<file path="src/rtl/rf_pkg.sv">
// Shared defaults and types for the multi-port register file.
package rf_pkg;

  localparam int RF_ADDR   = 5;
  localparam int RF_BUS_W  = 32;
  localparam int RF_NUM_RD = 2;
  localparam int RF_NUM_WR = 1;

  typedef logic [RF_ADDR-1:0]  reg_addr_t;
  typedef logic [RF_BUS_W-1:0] reg_data_t;

endpackage

</file>
<file path="src/rtl/rf_scoreboard.sv">
// Busy scoreboard: one busy bit per register, reserve/clear priority,
// registered popcount and per-read-port busy lookup.
module rf_scoreboard
  import rf_pkg::*;
#(
  parameter int ADDR     = RF_ADDR,
  parameter int NUM_RD   = RF_NUM_RD,
  parameter int NUM_WR   = RF_NUM_WR,
  parameter int ZERO_REG = 1
) (
  input  logic                         clk,
  input  logic                         rst,
  input  logic                         rsv_en,
  input  logic [ADDR-1:0]              rsv_addr,
  input  logic [NUM_WR-1:0]            clr_en,
  input  logic [NUM_WR-1:0][ADDR-1:0]  clr_addr,
  input  logic [NUM_RD-1:0][ADDR-1:0]  look_addr,
  output logic [NUM_RD-1:0]            look_busy,
  output logic [ADDR:0]                busy_cnt
);

  localparam int DEPTH = 1 << ADDR;

  typedef logic [ADDR:0] cnt_t;

  logic [DEPTH-1:0] busy_q, busy_d;
  cnt_t             cnt_q, cnt_d;

  // Next busy vector: writes retire producers first, then a reservation
  // re-marks its register so a new producer always wins over a retiring one.
  always_comb begin
    busy_d = busy_q;
    for (int w = 0; w < NUM_WR; w++) begin
      if (clr_en[w]) begin
        busy_d[clr_addr[w]] = 1'b0;
      end
    end
    if (rsv_en && !(ZERO_REG != 0 && rsv_addr == '0)) begin
      busy_d[rsv_addr] = 1'b1;
    end
    cnt_d = '0;
    for (int i = 0; i < DEPTH; i++) begin
      cnt_d = cnt_d + cnt_t'(busy_d[i]);
    end
  end

  // Busy bits and their count share one edge so the count never lags.
  always_ff @(posedge clk or posedge rst) begin
    if (rst) begin
      busy_q <= '0;
      cnt_q  <= '0;
    end else begin
      busy_q <= busy_d;
      cnt_q  <= cnt_d;
    end
  end

  genvar gi;
  generate
    for (gi = 0; gi < NUM_RD; gi++) begin : look_g
      assign look_busy[gi] = busy_q[look_addr[gi]];
    end
  endgenerate

  assign busy_cnt = cnt_q;

endmodule

</file>
<file path="src/rtl/register_file_mp.sv">
// Multi-port register file: NUM_WR synchronous write ports (highest index
// wins on collision), NUM_RD combinational read ports with optional
// same-cycle bypass, optional hardwired-zero r0 and a busy scoreboard.
module register_file_mp
  import rf_pkg::*;
#(
  parameter int ADDR     = RF_ADDR,
  parameter int BUS_W    = RF_BUS_W,
  parameter int NUM_RD   = RF_NUM_RD,
  parameter int NUM_WR   = RF_NUM_WR,
  parameter int BYPASS   = 1,
  parameter int ZERO_REG = 1
) (
  input  logic                          clk,
  input  logic                          rst,
  input  logic [NUM_WR-1:0]             r_write,
  input  logic [NUM_WR-1:0][ADDR-1:0]   rd_addr,
  input  logic [NUM_WR-1:0][BUS_W-1:0]  rd_w_data,
  input  logic [NUM_RD-1:0][ADDR-1:0]   rs_addr,
  output logic [NUM_RD-1:0][BUS_W-1:0]  rs_data,
  output logic [NUM_RD-1:0]             rs_busy,
  input  logic                          rsv_en,
  input  logic [ADDR-1:0]               rsv_addr,
  output logic [ADDR:0]                 busy_cnt
);

  localparam int DEPTH = 1 << ADDR;

  logic [DEPTH-1:0][BUS_W-1:0] regs;
  logic [NUM_RD-1:0]           look_busy;

  genvar gi;
  generate
    for (gi = 0; gi < DEPTH; gi++) begin : reg_g
      logic             we_d;
      logic [BUS_W-1:0] wdata_d;
      logic [BUS_W-1:0] val_q;

      // Write-port priority: later (higher-index) ports override earlier ones.
      always_comb begin
        we_d    = 1'b0;
        wdata_d = val_q;
        for (int w = 0; w < NUM_WR; w++) begin
          if (r_write[w] && rd_addr[w] == ADDR'(gi)) begin
            we_d    = 1'b1;
            wdata_d = rd_w_data[w];
          end
        end
      end

      // Storage element; r0 stays at zero when hardwired.
      always_ff @(posedge clk or posedge rst) begin
        if (rst) begin
          val_q <= '0;
        end else if (we_d && !(ZERO_REG != 0 && gi == 0)) begin
          val_q <= wdata_d;
        end
      end

      assign regs[gi] = val_q;
    end

    for (gi = 0; gi < NUM_RD; gi++) begin : rd_g
      logic             hit_d;
      logic [BUS_W-1:0] byp_d;
      logic [BUS_W-1:0] data_d;
      logic             busy_d;

      // Read mux: stored value, overridden by bypass, overridden by zero/reset.
      always_comb begin
        hit_d = 1'b0;
        byp_d = '0;
        for (int w = 0; w < NUM_WR; w++) begin
          if (r_write[w] && rd_addr[w] == rs_addr[gi]) begin
            hit_d = 1'b1;
            byp_d = rd_w_data[w];
          end
        end
        data_d = regs[rs_addr[gi]];
        busy_d = look_busy[gi];
        if (BYPASS != 0 && hit_d) begin
          data_d = byp_d;
          busy_d = 1'b0;
        end
        if (rst || (ZERO_REG != 0 && rs_addr[gi] == '0)) begin
          data_d = '0;
          busy_d = 1'b0;
        end
      end

      assign rs_data[gi] = data_d;
      assign rs_busy[gi] = busy_d;
    end
  endgenerate

  rf_scoreboard #(
    .ADDR     (ADDR),
    .NUM_RD   (NUM_RD),
    .NUM_WR   (NUM_WR),
    .ZERO_REG (ZERO_REG)
  ) u_sb (
    .clk       (clk),
    .rst       (rst),
    .rsv_en    (rsv_en),
    .rsv_addr  (rsv_addr),
    .clr_en    (r_write),
    .clr_addr  (rd_addr),
    .look_addr (rs_addr),
    .look_busy (look_busy),
    .busy_cnt  (busy_cnt)
  );

endmodule

</file>
<file path="config.mk">
export PLATFORM = sky130hd
export DESIGN_NAME = register_file_mp
export DESIGN_NICKNAME = d
export VERILOG_FILES = /design/src/rtl/rf_pkg.sv /design/src/rtl/rf_scoreboard.sv /design/src/rtl/register_file_mp.sv
export SDC_FILE = /design/constraint.sdc
export NUM_CORES = 2
export LEC_CHECK = 0
export BUFFER_PORTS_ARGS = -buffer_cell sky130_fd_sc_hd__clkbuf_2
export CAP_MARGIN = 20
export CORE_MARGIN = 5
export CORE_UTILIZATION = 45
export DETAILED_ROUTE_END_ITERATION = 10
export HOLD_SLACK_MARGIN = 0.12
export PLACE_DENSITY = 0.65
export SYNTH_ARGS = -nofsm -noshare
export SYNTH_HDL_FRONTEND = slang
export SYNTH_HIERARCHICAL = 1
export SYNTH_SLANG_ARGS = --single-unit
</file>
<file path="constraint.sdc">
create_clock -name clk -period 65.1 [get_ports clk]
set_input_delay 6.51 -clock clk [delete_from_list [all_inputs] [get_ports clk]]
set_output_delay 6.51 -clock clk [all_outputs]
set_load 0.005 [all_outputs]
</file>
==> flow_summary.json <==
{
  "drt_wl_total_mm": 191,
  "worst_pin_slew_ns": 1.31,
  "crit_end": "rs_data[24]",
  "post-place-cells": 5607,
  "finalCriticalPeriod_ns": 17.41,
  "grt_pass1_vias": 39589,
  "layout-drive-gt1-share_pct": 46.2,
  "dieArea_sq_um": 135000,
  "crit_path_frequent_cell": "buf_4",
  "synth_top_flop_cell": "dfrtp_1",
  "syn-num-nets": 4224,
  "clockRootBuffer": "clkbuf_16",
  "fmax_ghz": 0.0574,
  "grt_pass1_wl_mm": 281,
  "place.gp.congestion": 0.870,
  "cts_resized": 0,
  "viasPerCell": 6.73,
  "path_buf_inv": 4,
  "synth-edff-count": 0,
  "yosys_warnings": 70,
  "synth_top_area_share_pct": 44.8,
  "drc": 0,
  "status": "finished, final reports clean",
  "critPathSlowestCell": "o41ai_1",
  "endpoint_kind": "primary output",
  "avgSynthCellArea_sq_um": 13.9,
  "cts_setup_buffers": 0,
  "clockBufferDepth": 3,
  "max-vdd-ir-drop_mv": 0.0740,
  "drv_slew": 0,
  "hp-class": "register to register",
  "port_buffers": 127,
  "dpl.hpwl_mm": 112,
  "r2r_setup_slack_ns": 59.00,
  "row_count": 131,
  "firstDrtPassIters": 8,
  "pre_cts_ws_ns": 47.57,
  "yosys-top-cells-area": "dfrtp_1 (45%), mux2_2 (21%), mux4_2 (14%), mux2i_1 (3.9%), buf_2 (1.2%)",
  "area_growth_pct": 9.95,
  "num_vias": 39183,
  "cap_viol_max_count": 0,
  "core_sq_um": 127000,
  "max_slew_margin_pct": 12.4,
  "yosysSeqAreaShare_pct": 44.8,
  "io_pins": 128,
  "cts_buffers": 111,
  "antenna_left": 0,
  "yosys.area.top_type": "dfrtp_1",
  "worstSetupStartpoint": "rs_addr[0]",
  "critPathTopFamily": "buffers and inverters",
  "path_clk_slew_ns": 0.06,
  "hold_buffers": 0,
  "finalSetupViolCount": 0,
  "r2r-end": "u_sb/busy_cnt[4]",
  "die_w_um": 367,
  "syn_inst": 4131,
  "startpoint_type": "input port",
  "syn-cell-area_sq_um": 57500,
  "cts_sinks": 1030,
  "critPathMaxFanout": 53,
  "htree_levels": 3,
  "path_cells": "buf_8 > buf_4 > buf_4 > mux4_1 > nor2b_1 > o311a_1 > o41ai_1 > clkbuf_2",
  "setup-tns-final_ns": 0,
  "fin_crit_sh_pct": 26.8,
  "rsz0062_at_grt": "no",
  "ys_types": 73,
  "antenna_found_initial": 7,
  "p_leak_nw": 27.5,
  "fin_nets": 4153,
  "layoutNonFillerInstCount": 5824,
  "reg2reg_from": "u_sb/busy_q[3]",
  "initial_utilization_pct": 45.2,
  "fin_skew_ns": 0.0329,
  "cpPeakStageDelay_ns": 0.97,
  "dr.first_iter.drc_count": 4012,
  "cts_tree": "done",
  "wire_per_inst_um": 32.8,
  "hold_viol_final": 0,
  "powerDensity_nw_per_um2": 34.7,
  "r2r_cells": 22,
  "worst-endpoint-required_ns": 58.59,
  "cp.depth": 8,
  "critPathKind": "input port to primary output",
  "die_h_um": 367,
  "groute.usage.overall_pct": 28.0,
  "insertion_delay_ns": 0.73,
  "ys_ff_latch": 1030,
  "overflow": 0,
  "grt_max_degree": 179,
  "setup_ws_ns": 47.69,
  "cp.arrival_ns": 10.91,
  "synthArstFlopShare_pct": 100
}
==> cell usage in the layout, fill, tap and decap left out, types with 12 or more instances in the layout <==
| cell | netlist | final |
|---|---|---|
| a22oi_1 | 46 | 46 |
| nor2b_1 | 70 | 64 |
| clkinv_2 | 0 | 21 |
| mux4_2 | 355 | 355 |
| o221ai_1 | 44 | 44 |
| xnor2_1 | 12 | 12 |
| nand2_1 | 110 | 98 |
| a221oi_1 | 37 | 37 |
| o21ai_0 | 78 | 78 |
| o22ai_1 | 58 | 58 |
| o41ai_1 | 26 | 23 |
| mux2i_1 | 223 | 223 |
| a311o_1 | 12 | 12 |
| clkbuf_8 | 0 | 34 |
| nand2_2 | 0 | 12 |
| nand3_1 | 16 | 13 |
| a211oi_1 | 39 | 39 |
| nor2_1 | 75 | 62 |
| nor3_1 | 20 | 18 |
| ha_1 | 12 | 12 |
| clkbuf_1 | 169 | 14 |
| clkbuf_2 | 1 | 120 |
| fa_1 | 25 | 25 |
| nor4_1 | 13 | 13 |
| bufinv_16 | 0 | 16 |
| a22o_1 | 25 | 25 |
| nand2b_1 | 15 | 14 |
| a21oi_1 | 67 | 66 |
| mux2_1 | 17 | 17 |
| a221o_1 | 12 | 12 |
| mux2_2 | 1075 | 1075 |
| dfrtp_1 | 1030 | 1030 |
| buf_4 | 41 | 103 |
| clkbuf_16 | 0 | 111 |
| nor2_4 | 0 | 12 |
| a31oi_1 | 12 | 12 |
| inv_1 | 55 | 54 |
==> worst reg2reg max path, delay by kind of cell, from the launching register on <==
| family | cells | cell delay, ns |
|---|---|---|
| DFF | 1 | 0.37 |
| xor gates and xnor gates | 1 | 0.13 |
| buffers and inverters | 7 | 0.45 |
| adders and majority gates | 10 | 4.56 |
| and+or+nand+nor | 1 | 0.19 |
| AOI/OAI and AO/OA | 3 | 0.26 |
==> cell usage after synthesis (13+ instances only) <==
| master | count |
|---|---|
| clkbuf_1 | 169 |
| nor4_1 | 13 |
| buf_6 | 37 |
| inv_1 | 55 |
| a211oi_1 | 39 |
| o41ai_1 | 26 |
| o221ai_1 | 44 |
| mux2i_1 | 223 |
| a21oi_1 | 67 |
| dfrtp_1 | 1030 |
| buf_1 | 28 |
| nor3_1 | 20 |
| nand2b_1 | 15 |
| nor2_1 | 75 |
| a22o_1 | 25 |
| buf_2 | 136 |
| a221oi_1 | 37 |
| mux4_2 | 355 |
| a22oi_1 | 46 |
| buf_4 | 41 |
| nand3_1 | 16 |
| o21ai_0 | 78 |
| nor2b_1 | 70 |
| nand2_1 | 110 |
| fa_1 | 25 |
| o22ai_1 | 58 |
| mux2_2 | 1075 |
| mux2_1 | 17 |
==> final cells by class <==
| type | count | area [sq um] |
|---|---|---|
| antenna | 6 | 15.0 |
| clock buffer | 159 | 3300 |
| clock inverter | 50 | 787 |
| fill | 10907 | 64000 |
| inverter | 55 | 214 |
| multi-input combinational | 2628 | 29500 |
| sequential | 1030 | 25800 |
| tap | 1662 | 2080 |
| timing repair buffer | 234 | 1560 |
==> state kept, by name, summed over array words and instances, names as in the netlist <==
name and flops:
reg_g.val_q 992, u_sb/busy_cnt 6, u_sb/busy_q 32
==> power breakdown <==
group	internal (mW)	switching, mW	total, mW
Combinational	0.335	0.289	0.624
Clock	0.417	0.283	0.700
Sequential	0.774	0.0940	0.868
==> layer usage <==
metal	vias to the layer above	wire length [um]	track usage [%]	share of wire, %
li1	15690	-	-	-
met2	1989	87300	42.8	46
met3	451	16900	6.34	8.8
met1	21051	77400	38.1	40
met5	-	8	0	0.0042
met4	2	9560	13.3	5.0
==> how the worst min path moves through the flow <==
stage	from	to	slack [ns]	cells past startpoint
finish	reg_g[19].val_q[2]	reg_g[19].val_q[2]	0.50	1
global route	reg_g[3].val_q[21]	reg_g[3].val_q[21]	0.54	1
CTS	reg_g[19].val_q[2]	reg_g[19].val_q[2]	0.51	1
detailed placement	reg_g[19].val_q[2]	reg_g[19].val_q[2]	0.49	1
global placement	reg_g[19].val_q[2]	reg_g[19].val_q[2]	0.48	1
floorplan	reg_g[19].val_q[5]	reg_g[19].val_q[5]	0.47	1
==> logic make-up (layout without fill, tap and decap cells) <==
| logic type | after synthesis | after routing | synth area share, % |
|---|---|---|---|
| buffers and inverters | 473 | 498 | 4.30 |
| xor gates and xnor gates | 13 | 13 | 0.198 |
| adders and majority gates | 37 | 37 | 1.13 |
| AOI/OAI and AO/OA | 528 | 528 | 6.66 |
| and+or+nand+nor | 371 | 371 | 3.28 |
| muxes | 1679 | 1679 | 39.6 |
| other | 0 | 6 | 0 |
| DFF | 1030 | 1030 | 44.8 |
==> metrics by stage <==
| step | hold WS (ns) | util [%] | total power [mW] | area (sq um) |
|---|---|---|---|---|
| 2_1_floorplan | 0.467 | - | 1.34 | 57500 |
| 5_1_grt | 0.539 | 49.7 | 2.31 | 63200 |
| 3_5_place_dp | 0.492 | 46.4 | 1.50 | 59100 |
| 3_3_place_gp | 0.482 | 46.4 | 1.48 | 59100 |
| 6_report | 0.505 | 49.7 | 2.19 | 63200 |
| 4_1_cts | 0.505 | 49.7 | 2.20 | 63200 |
Power figures use the tool's default switching activity.
